[src/rtl/fifo_uart_tx_if.sv]
`default_nettype none
// ============================================================================
//  Module   : fifo_uart_tx_if
//  Purpose  : Bundles the FIFO read port (fifo_empty / fifo_dout / fifo_rd_en)
//             and the serial-side outputs (tx / busy / tx_done) of the
//             fifo_uart_tx block.
//  Modports : master - the transmitter (pops the FIFO, drives the line)
//             slave  - the FIFO / line side (supplies data, observes line)
//  Revision : 1.0 - initial release
// ============================================================================
interface fifo_uart_tx_if #(
    parameter int DATA_WIDTH = 8
);
    logic                  fifo_empty;
    logic [DATA_WIDTH-1:0] fifo_dout;
    logic                  fifo_rd_en;
    logic                  tx;
    logic                  busy;
    logic                  tx_done;

    modport master (
        input  fifo_empty,
        input  fifo_dout,
        output fifo_rd_en,
        output tx,
        output busy,
        output tx_done
    );

    modport slave (
        output fifo_empty,
        output fifo_dout,
        input  fifo_rd_en,
        input  tx,
        input  busy,
        input  tx_done
    );
endinterface
`default_nettype wire

[src/rtl/fifo_uart_tx.sv]
`default_nettype none
// ============================================================================
//  Module   : fifo_uart_tx
//  Purpose  : Drains a synchronous FIFO one word at a time and serialises
//             each word as a frame: start bit (0), DATA_WIDTH data bits LSB
//             first, stop bit (1). Words are sent back-to-back while the FIFO
//             holds data.
//  Ports    : clk        - clock, rising edge
//             rst        - synchronous active-high reset
//             bus.fifo_empty - FIFO empty flag (in)
//             bus.fifo_dout  - FIFO read data, valid the cycle after rd_en (in)
//             bus.fifo_rd_en - one-cycle pop strobe per word (out)
//             bus.tx         - registered serial line, idles high (out)
//             bus.busy       - high whenever not idle (out)
//             bus.tx_done    - pulse on the final cycle of each stop bit (out)
//  Revision : 1.0 - initial release
// ============================================================================
module fifo_uart_tx #(
    parameter int DATA_WIDTH   = 8,
    parameter int CLKS_PER_BIT = 16
) (
    input  wire logic      clk,
    input  wire logic      rst,
    fifo_uart_tx_if.master bus
);

    localparam int CNT_W = (CLKS_PER_BIT > 1) ? $clog2(CLKS_PER_BIT) : 1;
    localparam int IDX_W = (DATA_WIDTH   > 1) ? $clog2(DATA_WIDTH)   : 1;

    localparam logic [CNT_W-1:0] C_CNT_LAST = CNT_W'(CLKS_PER_BIT - 1);
    localparam logic [IDX_W-1:0] C_IDX_LAST = IDX_W'(DATA_WIDTH - 1);

    localparam logic [2:0] C_IDLE  = 3'd0;
    localparam logic [2:0] C_POP   = 3'd1;
    localparam logic [2:0] C_LOAD  = 3'd2;
    localparam logic [2:0] C_START = 3'd3;
    localparam logic [2:0] C_DATA  = 3'd4;
    localparam logic [2:0] C_STOP  = 3'd5;

    logic [2:0]            state_q, state_d;
    logic [CNT_W-1:0]      cnt_q,   cnt_d;
    logic [IDX_W-1:0]      idx_q,   idx_d;
    logic [DATA_WIDTH-1:0] shift_q, shift_d;
    logic                  tx_q,    tx_d;
    logic                  w_bit_end;
    logic                  w_rd_en;
    logic                  w_busy;
    logic                  w_tx_done;

    // Last clock of the current serial bit.
    assign w_bit_end = (cnt_q == C_CNT_LAST);

    // ------------------------------------------------------------------
    // State register
    // ------------------------------------------------------------------
    always_ff @(posedge clk) begin
        if (rst) begin
            state_q <= C_IDLE;
        end else begin
            state_q <= state_d;
        end
    end

    // ------------------------------------------------------------------
    // Next-state logic. fifo_empty is only looked at in IDLE and on the
    // last STOP cycle, so a pop is only ever issued against a non-empty FIFO.
    // ------------------------------------------------------------------
    always_comb begin
        state_d = state_q;
        case (state_q)
            C_IDLE:  if (!bus.fifo_empty) state_d = C_POP;
            C_POP:   state_d = C_LOAD;
            C_LOAD:  state_d = C_START;
            C_START: if (w_bit_end) state_d = C_DATA;
            C_DATA:  if (w_bit_end && (idx_q == C_IDX_LAST)) state_d = C_STOP;
            C_STOP:  if (w_bit_end) state_d = bus.fifo_empty ? C_IDLE : C_POP;
            default: state_d = C_IDLE;
        endcase
    end

    // ------------------------------------------------------------------
    // Output decode
    // ------------------------------------------------------------------
    always_comb begin
        w_rd_en   = 1'b0;
        w_busy    = 1'b1;
        w_tx_done = 1'b0;
        case (state_q)
            C_IDLE:  w_busy    = 1'b0;
            C_POP:   w_rd_en   = 1'b1;
            C_STOP:  w_tx_done = w_bit_end;
            default: ;
        endcase
    end

    assign bus.fifo_rd_en = w_rd_en;
    assign bus.busy       = w_busy;
    assign bus.tx_done    = w_tx_done;
    assign bus.tx         = tx_q;

    // ------------------------------------------------------------------
    // Datapath next-value logic: baud counter, bit index, shift register
    // and the line level.
    // ------------------------------------------------------------------
    always_comb begin
        cnt_d   = cnt_q;
        idx_d   = idx_q;
        shift_d = shift_q;

        // The counter restarts on every state change and otherwise wraps on
        // each bit boundary; it only runs while a bit is on the line.
        if (state_d != state_q) begin
            cnt_d = '0;
        end else if ((state_q == C_START) || (state_q == C_DATA) || (state_q == C_STOP)) begin
            cnt_d = w_bit_end ? '0 : cnt_q + CNT_W'(1);
        end

        case (state_q)
            C_LOAD: begin
                shift_d = bus.fifo_dout;
                idx_d   = '0;
            end
            C_DATA: begin
                if (w_bit_end) begin
                    shift_d = shift_q >> 1;
                    // Saturate so the index never runs past the last bit.
                    if (idx_q != C_IDX_LAST) begin
                        idx_d = idx_q + IDX_W'(1);
                    end
                end
            end
            default: ;
        endcase

        // tx is registered, so it is computed from the state being entered:
        // the line changes on the same edge the state does.
        case (state_d)
            C_START: tx_d = 1'b0;
            C_DATA:  tx_d = shift_d[0];
            default: tx_d = 1'b1;
        endcase
    end

    always_ff @(posedge clk) begin
        if (rst) begin
            cnt_q   <= '0;
            idx_q   <= '0;
            shift_q <= '0;
            tx_q    <= 1'b1;
        end else begin
            cnt_q   <= cnt_d;
            idx_q   <= idx_d;
            shift_q <= shift_d;
            tx_q    <= tx_d;
        end
    end

endmodule
`default_nettype wire
[src/flat_wrapper.sv]
// flat-port wrapper written by rule: the top's interface ports become plain ports
module fifo_uart_tx_flat 
#(
    parameter int DATA_WIDTH   = 8,
    parameter int CLKS_PER_BIT = 16
)
  (clk, rst, bus_fifo_empty, bus_fifo_dout, bus_fifo_rd_en, bus_tx, bus_busy, bus_tx_done);
  fifo_uart_tx_if #(.DATA_WIDTH(DATA_WIDTH)) bus_i ();
  input  wire logic clk;
  input  wire logic rst;
  input wire logic [$bits(bus_i.fifo_empty)-1:0] bus_fifo_empty;
  input wire logic [$bits(bus_i.fifo_dout)-1:0] bus_fifo_dout;
  output wire logic [$bits(bus_i.fifo_rd_en)-1:0] bus_fifo_rd_en;
  output wire logic [$bits(bus_i.tx)-1:0] bus_tx;
  output wire logic [$bits(bus_i.busy)-1:0] bus_busy;
  output wire logic [$bits(bus_i.tx_done)-1:0] bus_tx_done;
  assign bus_i.fifo_empty = bus_fifo_empty;
  assign bus_i.fifo_dout = bus_fifo_dout;
  assign bus_fifo_rd_en = bus_i.fifo_rd_en;
  assign bus_tx = bus_i.tx;
  assign bus_busy = bus_i.busy;
  assign bus_tx_done = bus_i.tx_done;
  fifo_uart_tx #(.DATA_WIDTH(DATA_WIDTH), .CLKS_PER_BIT(CLKS_PER_BIT)) u_core (.clk(clk), .rst(rst), .bus(bus_i));
endmodule
[config.mk]
export PLATFORM = sky130hd
export DESIGN_NAME = fifo_uart_tx_flat
export DESIGN_NICKNAME = d
export VERILOG_FILES = /design/src/rtl/fifo_uart_tx_if.sv /design/src/rtl/fifo_uart_tx.sv /design/src/flat_wrapper.sv
export SDC_FILE = /design/constraint.sdc
export NUM_CORES = 1
export LEC_CHECK = 0
export CAP_MARGIN = 30
export CORE_MARGIN = 4
export CORE_UTILIZATION = 44
export CTS_CLUSTER_DIAMETER = 100
export CTS_CLUSTER_SIZE = 14
export DETAILED_ROUTE_END_ITERATION = 10
export PLACE_DENSITY = 0.75
export SLEW_MARGIN = 20
export SYNTH_ARGS = -nofsm -noshare
export SYNTH_HDL_FRONTEND = slang
export SYNTH_SLANG_ARGS = --single-unit
[constraint.sdc]
create_clock -name clk -period 2.7 [get_ports clk]
set_input_delay 0.54 -clock clk [delete_from_list [all_inputs] [get_ports clk]]
set_output_delay 0.54 -clock clk [all_outputs]
set_load 0.05 [all_outputs]
# Yosys cells after proc, flatten, opt, wreduce, memory -nomap -nowiden
# Cells that the tools add are included.
totals:
  ff_bits: 19
  input_bits: 11
  output_inout_bits: 4
  wordCells: 45
op_classes:
  add_sub_neg: 2
  n_eq_ne: 13
  muxes: 16
  n_reduce_logical: 8
op_table:
  columns: ["op", "count"]
  rows:
  - ["$mux 3", 6]
  - ["$pmux 3 s6", 1]
  - ["$pmux 8 s2", 1]
  - ["$eq 3x3->1 const B", 4]
  - ["$eq 3x2->1 const B", 3]
  - ["$mux 8", 1]
  - ["$pmux 3 s2", 1]
  - ["$add 4x1->4 const B", 1]
  - ["$eq 4x4->1 const B", 1]
  - ["$mux 1", 4]
  - ["$mux 4", 1]
  - ["$add 3x1->3 const B", 1]
  - ["$eq 3x1->1 const B", 1]
  - ["$logic_not 3->1", 1]
  - ["$ne 3x3->1", 1]
  - ["$ne 3x3->1 const B", 1]
  - ["$reduce_and 3->1", 1]
  - ["$logic_or 1x1->1", 2]
  - ["$ne 2x1->1 const B", 1]
  - ["$ne 2x2->1 const B", 1]
  - ["$pmux 1 s2", 1]
  - ["$reduce_and 2->1", 1]
  - ["$reduce_bool 2->1", 1]
  - ["$reduce_or 2->1", 1]
  - ["$logic_and 1x1->1", 1]

# Logic depth before layout (Yosys ltp)
# Gate-level depths: netlist of run 1.
logic_depth:
  word_depth: 6
  ltp_mapped: 6
  mapped_depth_nobuf: 6

# Worst setup path after synthesis of run 1
# No wires, ideal clock.
synth_timing:
  kind: "register to output"
  from: "reg u_core.state_q[0]"
  to: "out bus_fifo_rd_en"
  arrival_time_ps: 1706
  required_ps: 2160
  path_slack_ps: 454
  stages_incl_launch_ff: 3
  n_path_buf: 1
  cell_sequence: "dfxtp_1 buf_2 nor3b_1"
synth_via:
  elab_chain_len: 2
synth_lines:
  columns: ["item", "line", "text"]
  rows:
  - ["start, declared", "fifo_uart_tx.sv:40", "logic [2:0] state_q, state_d;"]
  - ["start signal, assigned", "fifo_uart_tx.sv:60", "state_q <= state_d;"]
  - ["$eq 3x1->1", "fifo_uart_tx.sv:88", "case (state_q)"]
  - ["$mux 1", "fifo_uart_tx.sv:88", null]
  - ["end, declared", "flat_wrapper.sv:13", "output wire logic [$bits(bus_i.fifo_rd_en)-1:0] bus_fifo_rd_en;"]
# Every way passes these cells.

# Final worst setup path of run 1
# Ends and elaborated chain as after synthesis.

==> metrics.md, run 1 <==
| Metric | Value |
|---|---|
| Post-CTS Setup Inserts | 0 |
| Post-DP HPWL | 1650 um |
| Layout cell share with drive strength beyond 1 | 0.102 |
| Top FF cell, synth | dfxtp_1 |
| CTS Buffer Depth | 2 |
| Routed via count | 898 |
| Root buf cell | clkbuf_4 |
| Overall die width | 55.2 um |
| Worst Skew | 4.74 ps |
| YS warnings | 0 |
| Synth top area share | 0.388 |
| Antenna Nets Post-Route | 0 |
| Endpoints failing setup | 0 |
| Fillers | 203 |
| Final worst slack | 186 ps |
| Area grow syn2layout | 19.0% |
| Routed Wire Length | 2270 um |
| Global route overflow | 0 |
| Drt initial violations | 38 |
| Unrepaired setup endpoints after global routing | false |
| Clk slew on worst S/H paths | 110 ps |
| Die H | 55.2 um |
| CP max stage cell | clkdlybuf4s50_1 |
| CP Buf/Inv Count | 1 |
| # DRC | 0 |
| Reg-to-reg critical path startpoint | u_core.state_q[2] |
| Diodes inserted | 0 |
| FF+latch count, synth | 19 |
| Core box area | 0.00204 mm2 |
| Syn_area_per_cell | 8.68 um2 |
| # Max-Cap Violations | 0 |
| Finished Cell Area | 0.00117 mm2 |
| Slowest stage delay, CP | 830 ps |
| Synth top area cells | dfxtp_1 (39%), a21oi_1 (7.1%), nand2_1 (5.4%), a22oi_1 (4.6%), ha_1 (3.8%) |
| Critical path launch point | u_core.state_q[0] |
| R2R setup slack | 900 ps |
| Design Power | 542 uW |
| I/O pin cnt | 15 |
| Outcome | complete, no violations |
| Clock tree from TritonCTS | yes |
| Final max-slew violation count | 0 |
| Clock network latency to the later pin of the worst-skew pair | 310 ps |
| Most numerous cell in the Yosys netlist | dfxtp_1 |
| Register area share after synthesis | 0.388 |
| Starting Density | 0.480 |
| Number of global-route vias before repair | 860 |
| Via density | 5.83 |
| Initial antenna violation count | 0 |
| Synth Instances | 113 |
| Final setup TNS | 0 ps |
| CP startpoint kind | flip-flop |
| Crit path cell chain | nor3b_1 > clkdlybuf4s50_1 |
| First-pass GRT wire length | 3950 um |
| Number of synthesized flops with an enable pin | 0 |
| CP Class | reg2out |
| Hold path start | u_core.shift_q[4] |
| Net Count, Synth | 127 |
| Slew @ Worst Pin | 500 ps |
| FP Rows | 16 |
| Period utilization | 0.931 |
| H-tree depth | 1 |
| Top delay family on crit path | buffers and inverters |
| Leakage | 0.417 nW |
| Final Hold Slack | 460 ps |
| Worst endpoint required time | 2160 ps |
| Worst relative slew slack | 0.665 |
| Worst slack at placement | 372 ps |
| GRT Util Overall | 0.162 |
| Top cells by count, synth | dfxtp_1 (19), a21oi_1 (14), nand2_1 (14) |
| Crit path time final | 2510 ps |
| WL/cell | 14.8 um |
| Die ar. | 0.00305 mm2 |
| Min-delay worst type | reg2reg |
| Synth area leader | dfxtp_1 |
| Placed Area | 0.00114 mm2 |
| I/O Buffers | 14 |
| Pwr Density | 464 mW/mm2 |
| Nets | 142 |
| Cell area after synthesis | 981 um2 |
| DRT Pass-1 Iters | 4 |
| CTS sink count | 19 |
| Fmax | 398 MHz |
| Critical path capture point type | primary output |
| Fin. Hold Viols | 0 |
| Worst vdd ir | 0.000276 V |
| Netlist cell types | 41 |
| Pin count of the biggest net entering global routing | 16 |
| CTS Buf Count | 3 |
| Crit path max fanout | 13 |
| Worst path arrival time | 1970 ps |
| GPL Wtd Cong | 0.840 |
| Post-synthesis async set-or-reset flop share | 0 |
report_power, final:
group / total [mW] / switching, mW / internal, mW
registers: 0.303 / 0.0120 / 0.291
logic: 0.0918 / 0.0498 / 0.0421
clock network: 0.147 / 0.0913 / 0.0554
final cells by class:
class	count	area, um2	share of cell area
clock buffer	3	22.5	0.0193
clock inverter	1	5.00	0.00429
multi-input combinational	89	576	0.493
sequential	19	380	0.326
tap	27	33.8	0.0289
timing repair buffer	15	150	0.129
metrics by stage:
step	utilization	instances
after global routing	0.572	154
after detailed placement	0.557	150
after global placement	0.557	150
after CTS	0.570	154
after floorplan	-	113
final	0.572	154
routing by layer:
layer  global-route usage  share of wire  up-vias
li1                     -              -      450
met1                0.212           0.44      416
met2                0.243           0.49       28
met3               0.0350          0.064        4
met4               0.0903          0.013        0
met5                    0              0        -
worst min-delay path, stage by stage (launching register included):
cell and delay (ps):
dfxtp_1 320, nand2_1 50, a21oi_1 50
sequential cells by signal (all words and copies together), names as in the netlist:
register	cells
u_core.idx_q	3
u_core.shift_q	8
u_core.cnt_q	4
u_core.state_q	3
u_core.bus.tx	1
cell usage in the layout, fill, tap and decap left out, types with 2 or more instances in the layout:
cell              n
dfxtp_1          19
nand2_1          14
a21oi_1          14
clkdlybuf4s50_1  13
nor2_1            7
o21ai_1           7
a22oi_1           6
nor3b_1           3
ha_1              3
clkbuf_4          3
or3_1             2
nand2b_1          2
nor2b_1           2
o211ai_1          2
a211oi_1          2
and2_1            2
worst paths after layout:
| check | to | cells past startpoint |
|---|---|---|
| setup / recovery | bus_fifo_rd_en | 2 |
| hold / removal | u_core.shift_q[4] | 2 |
| setup reg to reg | u_core.bus.tx | 4 |
| hold reg to reg | u_core.shift_q[4] | 2 |
timing repair:
item | CTS | global route
hold buffers | 0 | 0
resized for setup | 0 | 1
endpoints found under the setup margin | 0 | 1
cell families after synthesis:
family                     share of synthesized area
DFF                                            0.388
AOI/OAI and AO/OA                              0.290
buffers and inverters                         0.0255
and+or+nand+nor                                0.240
muxes                                         0.0102
adders and majority gates                     0.0383
xor gates and xnor gates                     0.00893
No activity file was read; power rests on OpenSTA's default activity.
==> inputs of run 2 (changes only) <==
--- a/config.mk
+++ b/config.mk
@@ -11,7 +11,7 @@
 export CTS_CLUSTER_DIAMETER = 100
 export CTS_CLUSTER_SIZE = 14
 export DETAILED_ROUTE_END_ITERATION = 10
-export PLACE_DENSITY = 0.75
+export PLACE_DENSITY_LB_ADDON = 0.12
 export SLEW_MARGIN = 20
 export SYNTH_ARGS = -nofsm -noshare
 export SYNTH_HDL_FRONTEND = slang
==> run 2 against run 1 <==
- power fell by 0.91%
- sequential power about the same
- routed wire length fell by 10%
- count of clock-buffer cells in the layout unchanged
- sequential cell count stayed put
- sequential share of layout area decreased by 0.41 points
- final area increased by 1.3%
- critical path type unchanged
- critical endpoint unchanged
- largest power group unchanged
==> metrics.md, run 2 (synthesis gave the netlist of run 1 again) <==
| Metric | Value |
|---|---|
| Worst-case reg-to-reg path depth | 5 |
| Worst path arrival time | 1820 ps |
| Root buf cell | clkbuf_4 |
| Commonest non-fill, non-tap cells in the layout | dfxtp_1 (19), nand2_1 (14), a21oi_1 (14), clkdlybuf4s50_1 (13) |
| DRT Pass-1 Iters | 4 |
| Fin. Hold Viols | 0 |
| WL/cell | 13.1 um |
| Worst vdd ir | 0.000461 V |
| # Max-Cap Violations | 0 |
| Unrepaired setup endpoints after global routing | false |
| Top flop regs | u_core.shift_q (8), u_core.cnt_q (4) |
| Pwr Density | 454 mW/mm2 |
| Critical path capture point type | primary output |
| Min-delay worst type | reg2reg |
| Drt initial violations | 14 |
| Area of the multi-input gates | 576 um2 |
| Worst relative slew slack | 0.650 |
| Clk slew on worst S/H paths | 100 ps |
| H-tree depth | 1 |
| Routed Wire Length | 2040 um |
| Largest register FFs | 8 |
| Period utilization | 0.876 |
| Initial antenna violation count | 0 |
| Layout cell share with drive strength beyond 1 | 0.116 |
| CTS sink count | 19 |
| Number of global-route vias before repair | 876 |
| Global route overflow | 0 |
| Worst Hold Endpoint | u_core.shift_q[2] |
| Nets | 144 |
| Commonest non-fill, non-tap cell in the layout | dfxtp_1 |
| CTS Buffer Depth | 2 |
| GPL Wtd Cong | 0.872 |
| Die ar. | 0.00305 mm2 |
| FP Rows | 16 |
| # DRC | 0 |
| Reg-to-reg critical path startpoint | u_core.state_q[2] |
| GRT Util Overall | 0.148 |
| Diodes inserted | 0 |
| First-pass GRT wire length | 3720 um |
| Min-Delay Path Depth | 2 |
| Final max-slew violation count | 0 |
| Endpoints failing setup | 0 |
| Crit path time final | 2360 ps |
| Via density | 5.72 |
| Leakage | 0.428 nW |
| Worst slack at placement | 365 ps |
| I/O Buffers | 14 |
| Core box area | 0.00204 mm2 |
| Fillers | 217 |
| Starting Density | 0.480 |
| Clock network latency to the later pin of the worst-skew pair | 290 ps |
| Post-DP HPWL | 1540 um |
| Reg area | 380 um2 |
| CTS Buf Count | 3 |
| I/O pin cnt | 15 |
| Worst Skew | 2.66 ps |
| Fmax | 423 MHz |
| Slew @ Worst Pin | 524 ps |
| Clock tree from TritonCTS | yes |
| Final setup TNS | 0 ps |
| Hold path start | u_core.shift_q[2] |
| Outcome | complete, no violations |
| Area grow syn2layout | 20.5% |
| Largest Register | u_core.shift_q |
| CP Class | reg2out |
| Pin count of the biggest net entering global routing | 14 |
| Worst endpoint required time | 2160 ps |
| Crit path max fanout | 9 |
| RR Endpoint | u_core.bus.tx |
| Hold_buf cts | 0 |
| Routed via count | 893 |
| Antenna Nets Post-Route | 0 |
| Final worst slack | 336 ps |
| Overall die width | 55.2 um |
| Die H | 55.2 um |
| CP startpoint kind | flip-flop |
| R2R setup slack | 1020 ps |
==> run 2: cell count changes in the layout (fill, tap and decap cells not counted) <==
cell,before,now
buf_4,1,3
==> run 2: worst max-delay path, cell delays in order (launching register included) <==
cell	delay, ps
dfxtp_1	480
nor3b_1	220
clkdlybuf4s50_1	830
==> run 2: how the worst max path moves through the flow <==
| stage | to | slack, ps | cells after the start | from |
|---|---|---|---|---|
| after floorplan | bus_fifo_rd_en | 450 | 2 | u_core.state_q[0] |
| after global placement | bus_tx_done | 450 | 4 | u_core.cnt_q[0] |
| after detailed placement | bus_tx_done | 370 | 4 | u_core.cnt_q[0] |
| after CTS | bus_tx_done | 20 | 4 | u_core.cnt_q[0] |
| after global routing | bus_busy | 260 | 2 | u_core.state_q[1] |
| final | bus_fifo_rd_en | 340 | 2 | u_core.state_q[0] |
==> run 2: metal layers <==
layer / share of wire / GRT usage
met1: 0.46 / 0.175
met2: 0.48 / 0.252
met3: 0.054 / 0.0536
met4: 0.011 / 0.0382
met5: 0 / 0
==> run 2: timing repair <==
item                                    4_1_cts  5_1_grt
endpoints found under the setup margin        0        1
setup buffers                                 0        0
gates resized for setup                       0        1
==> run 2: layout make-up <==
class                      count  area share
clock buffer                   3      0.0190
tap                           27      0.0286
multi-input combinational     89       0.487
timing repair buffer          17       0.140
sequential                    19       0.322
clock inverter                 1     0.00423
==> run 2: report_power, final <==
part	internal (mW)	total, mW	switching (mW)	leakage (nW)
registers	0.291	0.301	0.0104	0.154
logic	0.0436	0.0941	0.0505	0.256
clock network	0.0552	0.141	0.0859	0.0177
total	0.390	0.537	0.147	0.428
==> run 2: through the flow <==
stage	utilization	hold slack (ps)	cell area, um2	power, mW	std cells
6_report	0.579	458	1180	0.537	156
5_1_grt	0.579	480	1180	0.568	156
4_1_cts	0.578	463	1180	0.543	156
3_5_place_dp	0.564	447	1150	0.402	152
3_3_place_gp	0.564	442	1150	0.401	152
2_1_floorplan	-	436	981	0.368	113
